$ cat src/rtl/ex_flag_branch_stage.sv
// EX->MEM boundary: latches ALU result, owns N/Z/V flags,
// resolves conditional branches and squashes the wrong path.
module ex_flag_branch_stage #(
  parameter logic [5:0]  BR_OPCODE     = 6'h10,
  parameter int unsigned SQUASH_CYCLES = 2
) (
  input  logic        clk,
  input  logic        rst,
  input  logic        ex_valid,
  input  logic [5:0]  ex_opcode,
  input  logic [4:0]  ex_rd,
  input  logic [2:0]  ex_cond,
  input  logic [31:0] ex_target,
  input  logic [31:0] alu_out,
  input  logic        alu_n,
  input  logic        alu_z,
  input  logic        alu_v,
  input  logic        stall,
  input  logic        flush,
  output logic        mem_valid,
  output logic        mem_wr_en,
  output logic [31:0] mem_result,
  output logic [4:0]  mem_rd,
  output logic        flag_n,
  output logic        flag_z,
  output logic        flag_v,
  output logic        br_taken,
  output logic [31:0] br_target,
  output logic        squashing
);

  typedef enum logic {RUN, SQUASH} state_e;

  localparam logic [2:0] SQ_CNT = 3'(SQUASH_CYCLES);

  state_e      state_q, state_d;
  logic [2:0]  cnt_q, cnt_d;
  logic        valid_q, wr_en_q;
  logic [31:0] result_q;
  logic [4:0]  rd_q;
  logic        n_q, z_q, v_q;
  logic        taken_q;
  logic [31:0] target_q;

  logic advance, live;
  logic is_flag, is_wr, is_br;
  logic cond_ok, take;

  assign advance = ~stall;
  assign live    = ex_valid & advance & ~flush & (state_q == RUN);
  assign is_br   = (ex_opcode == BR_OPCODE);
  assign take    = live & is_br & cond_ok;

  always_comb begin
    is_flag = 1'b0;
    case (ex_opcode)
      6'h00, 6'h01, 6'h02, 6'h03,
      6'h04, 6'h22, 6'h23: is_flag = 1'b1;
      default:             is_flag = 1'b0;
    endcase
  end

  assign is_wr = is_flag
               | (ex_opcode == 6'h05)
               | (ex_opcode == 6'h06);

  // Conditions read the committed flags, never the live ALU flags.
  always_comb begin
    cond_ok = 1'b0;
    unique case (ex_cond)
      3'd0: cond_ok = ~z_q;
      3'd1: cond_ok = z_q;
      3'd2: cond_ok = ~z_q & ~n_q;
      3'd3: cond_ok = n_q;
      3'd4: cond_ok = ~n_q;
      3'd5: cond_ok = n_q | z_q;
      3'd6: cond_ok = v_q;
      3'd7: cond_ok = 1'b1;
    endcase
  end

  always_comb begin
    state_d = state_q;
    cnt_d   = cnt_q;
    if (advance) begin
      unique case (state_q)
        RUN: begin
          if (take) begin
            state_d = SQUASH;
            cnt_d   = SQ_CNT;
          end
        end
        SQUASH: begin
          cnt_d = cnt_q - 3'd1;
          if (cnt_q == 3'd1) begin
            state_d = RUN;
          end
        end
      endcase
    end
  end

  always_ff @(posedge clk or posedge rst) begin
    if (rst) begin
      state_q  <= RUN;
      cnt_q    <= 3'd0;
      valid_q  <= 1'b0;
      wr_en_q  <= 1'b0;
      result_q <= 32'd0;
      rd_q     <= 5'd0;
      n_q      <= 1'b0;
      z_q      <= 1'b0;
      v_q      <= 1'b0;
      taken_q  <= 1'b0;
      target_q <= 32'd0;
    end else begin
      state_q <= state_d;
      cnt_q   <= cnt_d;
      taken_q <= take;
      if (take) begin
        target_q <= ex_target;
      end
      if (advance) begin
        valid_q  <= live;
        wr_en_q  <= live & is_wr;
        result_q <= alu_out;
        rd_q     <= ex_rd;
      end
      if (live & is_flag) begin
        n_q <= alu_n;
        z_q <= alu_z;
        v_q <= alu_v;
      end
    end
  end

  assign mem_valid  = valid_q;
  assign mem_wr_en  = wr_en_q;
  assign mem_result = result_q;
  assign mem_rd     = rd_q;
  assign flag_n     = n_q;
  assign flag_z     = z_q;
  assign flag_v     = v_q;
  assign br_taken   = taken_q;
  assign br_target  = target_q;
  assign squashing  = (state_q == SQUASH);

endmodule
$ cat config.mk
export PLATFORM = sky130hd
export DESIGN_NAME = ex_flag_branch_stage
export DESIGN_NICKNAME = d
export VERILOG_FILES = /design/src/rtl/ex_flag_branch_stage.sv
export SDC_FILE = /design/constraint.sdc
export NUM_CORES = 1
export LEC_CHECK = 0
export CAP_MARGIN = 25
export CORE_MARGIN = 4
export CORE_UTILIZATION = 62
export CTS_CLUSTER_DIAMETER = 150
export CTS_CLUSTER_SIZE = 40
export DETAILED_ROUTE_END_ITERATION = 16
export DONT_BUFFER_PORTS = 1
export PLACE_DENSITY = 0.78
export SYNTH_ARGS = -nofsm -noshare
export SYNTH_HDL_FRONTEND = slang
export SYNTH_SLANG_ARGS = --single-unit
export TNS_END_PERCENT = 50
$ cat constraint.sdc
create_clock -name clk -period 3.2 [get_ports clk]
set_clock_uncertainty 0.15 [all_clocks]
set_input_delay 0.64 -clock clk [delete_from_list [all_inputs] [get_ports clk]]
set_output_delay 0.64 -clock clk [all_outputs]
set_load 0.005 [all_outputs]
==> results.py <==
metrics = {
    "route": {
        "via_per_inst": 5.899,
        "drc_errors": 0,
        "num_vias": 1640,
        "detail_route.wl_per_cell_um": 22.38,
        "wl_um": 6223,
        "first_iter_violations": 59,
        "ant_nets": 0,
        "first_pass_iters": 3,
    },
    "die": {
        "num_io_pins": 162,
        "fp.dieH_um": 78.99,
        "start_util": 0.6486,
        "rows": 25,
        "die_x_um": 78.99,
        "core-area_um2": 4817,
        "die_area_um2": 6239,
    },
    "finish": {
        "fin_nets": 294,
        "num_antenna_cells": 0,
        "drive_gt1_frac": 0.4408,
        "syn_to_final_growth_pct": 8.931,
        "final_area_um2": 3403,
        "fillers": 326,
    },
    "job": {
        "cap_viol_max_count": 0,
    },
    "sta": {
        "slew_viol_final": 0,
        "fin_setup_tns_ps": 0,
        "min_period_over_period": 0.7828,
        "max_clock_freq_mhz": 399.2,
        "relSlewSlack": 0.5028,
        "period_needed_ps": 2505,
        "max_slew.worst_pin.slew_ps": 744.8,
        "hold_violations": 0,
        "rsz0062_at_grt": "false",
        "setup_viol": 0,
    },
    "pwr": {
        "ir_drop_mv": 0.3836,
        "seqPwrFrac": 0.547,
        "power_density_nw_per_um2": 617.4,
        "internal-power_uw": 1614,
        "power.switching_uw": 486.8,
        "p_clk_frac": 0.377,
        "p_comb_frac": 0.076,
        "switching_share": 0.2317,
        "p_leak_uw": 0.001578,
    },
    "worst_setup_path": {
        "cpMaxStageDelayCell": "dfrtp_1",
        "crit_family": "simple AND/OR/NAND/NOR gates",
        "required_ps": 3260,
        "worst-r2r-setup-slack_ps": 700,
        "cpPeakStageDelay_ps": 440,
        "cp-start-kind": "flip-flop",
        "regToRegStartpoint": "squashing$_DFFE_PP0N_",
        "rr_endpoint": "br_target[11]$_DFFE_PP0P_",
        "worst-path-buf-inv": 1,
        "crit_fanout": 37,
        "arrival_ps": 2570,
        "crit_type": "reg2reg",
        "cp-end-kind": "flip-flop",
        "rr_worst_depth": 5,
        "crit_chain": "or3b_1, or3_4, a2111oi_4, buf_4, mux2_2",
    },
    "grt": {
        "grtUsageTotal": 0.2092,
        "grt_pass1_vias": 1974,
        "grt_max_degree": 45,
        "grt_pass1_wl_um": 10010,
        "antenna_found_initial": 0,
        "grt_overflow": 0,
    },
    "cts": {
        "clkSlewWorstSetupHoldPaths_ps": 80,
        "cts_resized": 0,
        "clockRootBuffer": "clkbuf_8",
        "clock_path_buffers": 2,
        "cts_tree": "built",
        "htree_levels": 3,
        "cts-hold-fix-buffers": 0,
        "clock_latency_ps": 330,
        "numCtsBuffers": 9,
        "cts_setup_buffers": 0,
        "clock-sinks": 79,
    },
    "synth": {
        "syn_area_per_cell_um2": 15.54,
        "syn-num-nets": 289,
        "ys_types": 30,
        "synth_most_common_cell": "dfrtp_1",
        "ys_seq_area_frac": 0.6328,
        "synth.area.top_cells": "dfrtp_1 63%, mux2_2 26%, buf_6 1.1%, a2111oi_4 0.88%, ha_1 0.80%",
        "yosysTopAreaCellShare": 0.6328,
        "synth_edf_count": 0,
        "netlist_area_um2": 3124,
        "ys.flop_type": "dfrtp_1",
        "yosys_warnings": 0,
        "syn_inst": 201,
        "synthTopCellsByCount": "79 x dfrtp_1, 71 x mux2_2, 6 x nand2_1, 5 x clkbuf_1",
        "yosys_register_bits": 79,
        "synth_top_cell_by_area": "dfrtp_1",
        "async_flop_share": 1.000,
    },
    "run_status": {
        "status": "complete, no violations",
    },
    "placed_design": {
        "port_buffers": 0,
        "dpl.hpwl_um": 4781,
        "place.gp.congestion": 0.7435,
        "place_area_um2": 3183,
    },
    "min_path": {
        "hp-class": "in2async",
    },
}
[power groups by stage]
stage                     logic, uW  registers, uW  clock network [uW]
after floorplan                 145           1150                   0
after global placement          148           1170                   0
after detailed placement        163           1170                   0
after CTS                       164           1150                 806
after global routing            187           1160                 855
final                           159           1150                 792
[worst max-delay path by stage]
stage                                     start                        end  depth (start not counted)
final                     squashing$_DFFE_PP0N_  br_target[11]$_DFFE_PP0P_                          5
after global routing      squashing$_DFFE_PP0N_  br_target[23]$_DFFE_PP0P_                          5
after CTS                 squashing$_DFFE_PP0N_  br_target[11]$_DFFE_PP0P_                          5
after detailed placement                  flush  br_target[22]$_DFFE_PP0P_                          5
after global placement                    flush  br_target[12]$_DFFE_PP0P_                          5
after floorplan                             rst         br_taken$_DFF_PP0_                          1
[area by class of cell]
cell class	count	area (um2)	share of cell area
inverter	4	15.01	0.004412
tap	67	83.83	0.02463
clock buffer	9	123.9	0.03640
timing repair buffer	2	27.53	0.008088
multi-input combinational	110	1080	0.3173
sequential	79	1977	0.5809
clock inverter	7	96.34	0.02831
[metrics by stage]
stage                     instances  setup slack, ps  utilization  hold WS (ps)  total power (uW)
after detailed placement        262            525.0       0.6608         346.2              1333
after floorplan                 201            386.6            -         326.2              1293
after global placement          262            561.8       0.6608         338.6              1315
after CTS                       278            676.1       0.7065         179.3              2122
final                           278            695.2       0.7065         158.5              2101
after global routing            278            560.8       0.7065         204.7              2203
[worst register-to-register path: stages (launching register included)]
cell       delay (ps)
dfrtp_1           440
or3b_1            420
or3_4             360
a2111oi_4         180
buf_4             440
mux2_2            400
[state kept, by name, indices dropped and copies added (netlist names)]
signal	flops
br_target	32
mem_result	32
mem_rd	5
cnt_q	3
br_taken	1
flag_n	1
flag_v	1
flag_z	1
mem_valid	1
mem_wr_en	1
squashing	1
[placed cells by master, fill, tap and decap left out, types with 2 or more instances in the layout]
cell type,n
a21oi_1,3
bufinv_16,2
clkbuf_8,9
clkinv_2,2
clkinv_4,2
dfrtp_1,79
ha_1,2
inv_1,3
mux2_2,71
nand2_1,6
nor2_1,2
nor2b_1,3
o21ai_0,4
[logic make-up after synthesis]
logic type | share of synthesized area
and+or+nand+nor | 0.03765
muxes | 0.2627
xor gates and xnor gates | 0.005608
adders and majority gates | 0.008008
AOI/OAI and AO/OA | 0.03164
DFF | 0.6328
buffers and inverters | 0.02162
[per-layer routing]
layer | share of wire | track usage | wire length, um
met3 | 0.13 | 0.09524 | 823
met5 | 0 | 0 | 0
met1 | 0.32 | 0.2268 | 1994
met2 | 0.53 | 0.3569 | 3276
met4 | 0.020 | 0.08076 | 127
(Power assumes the default switching activity.)
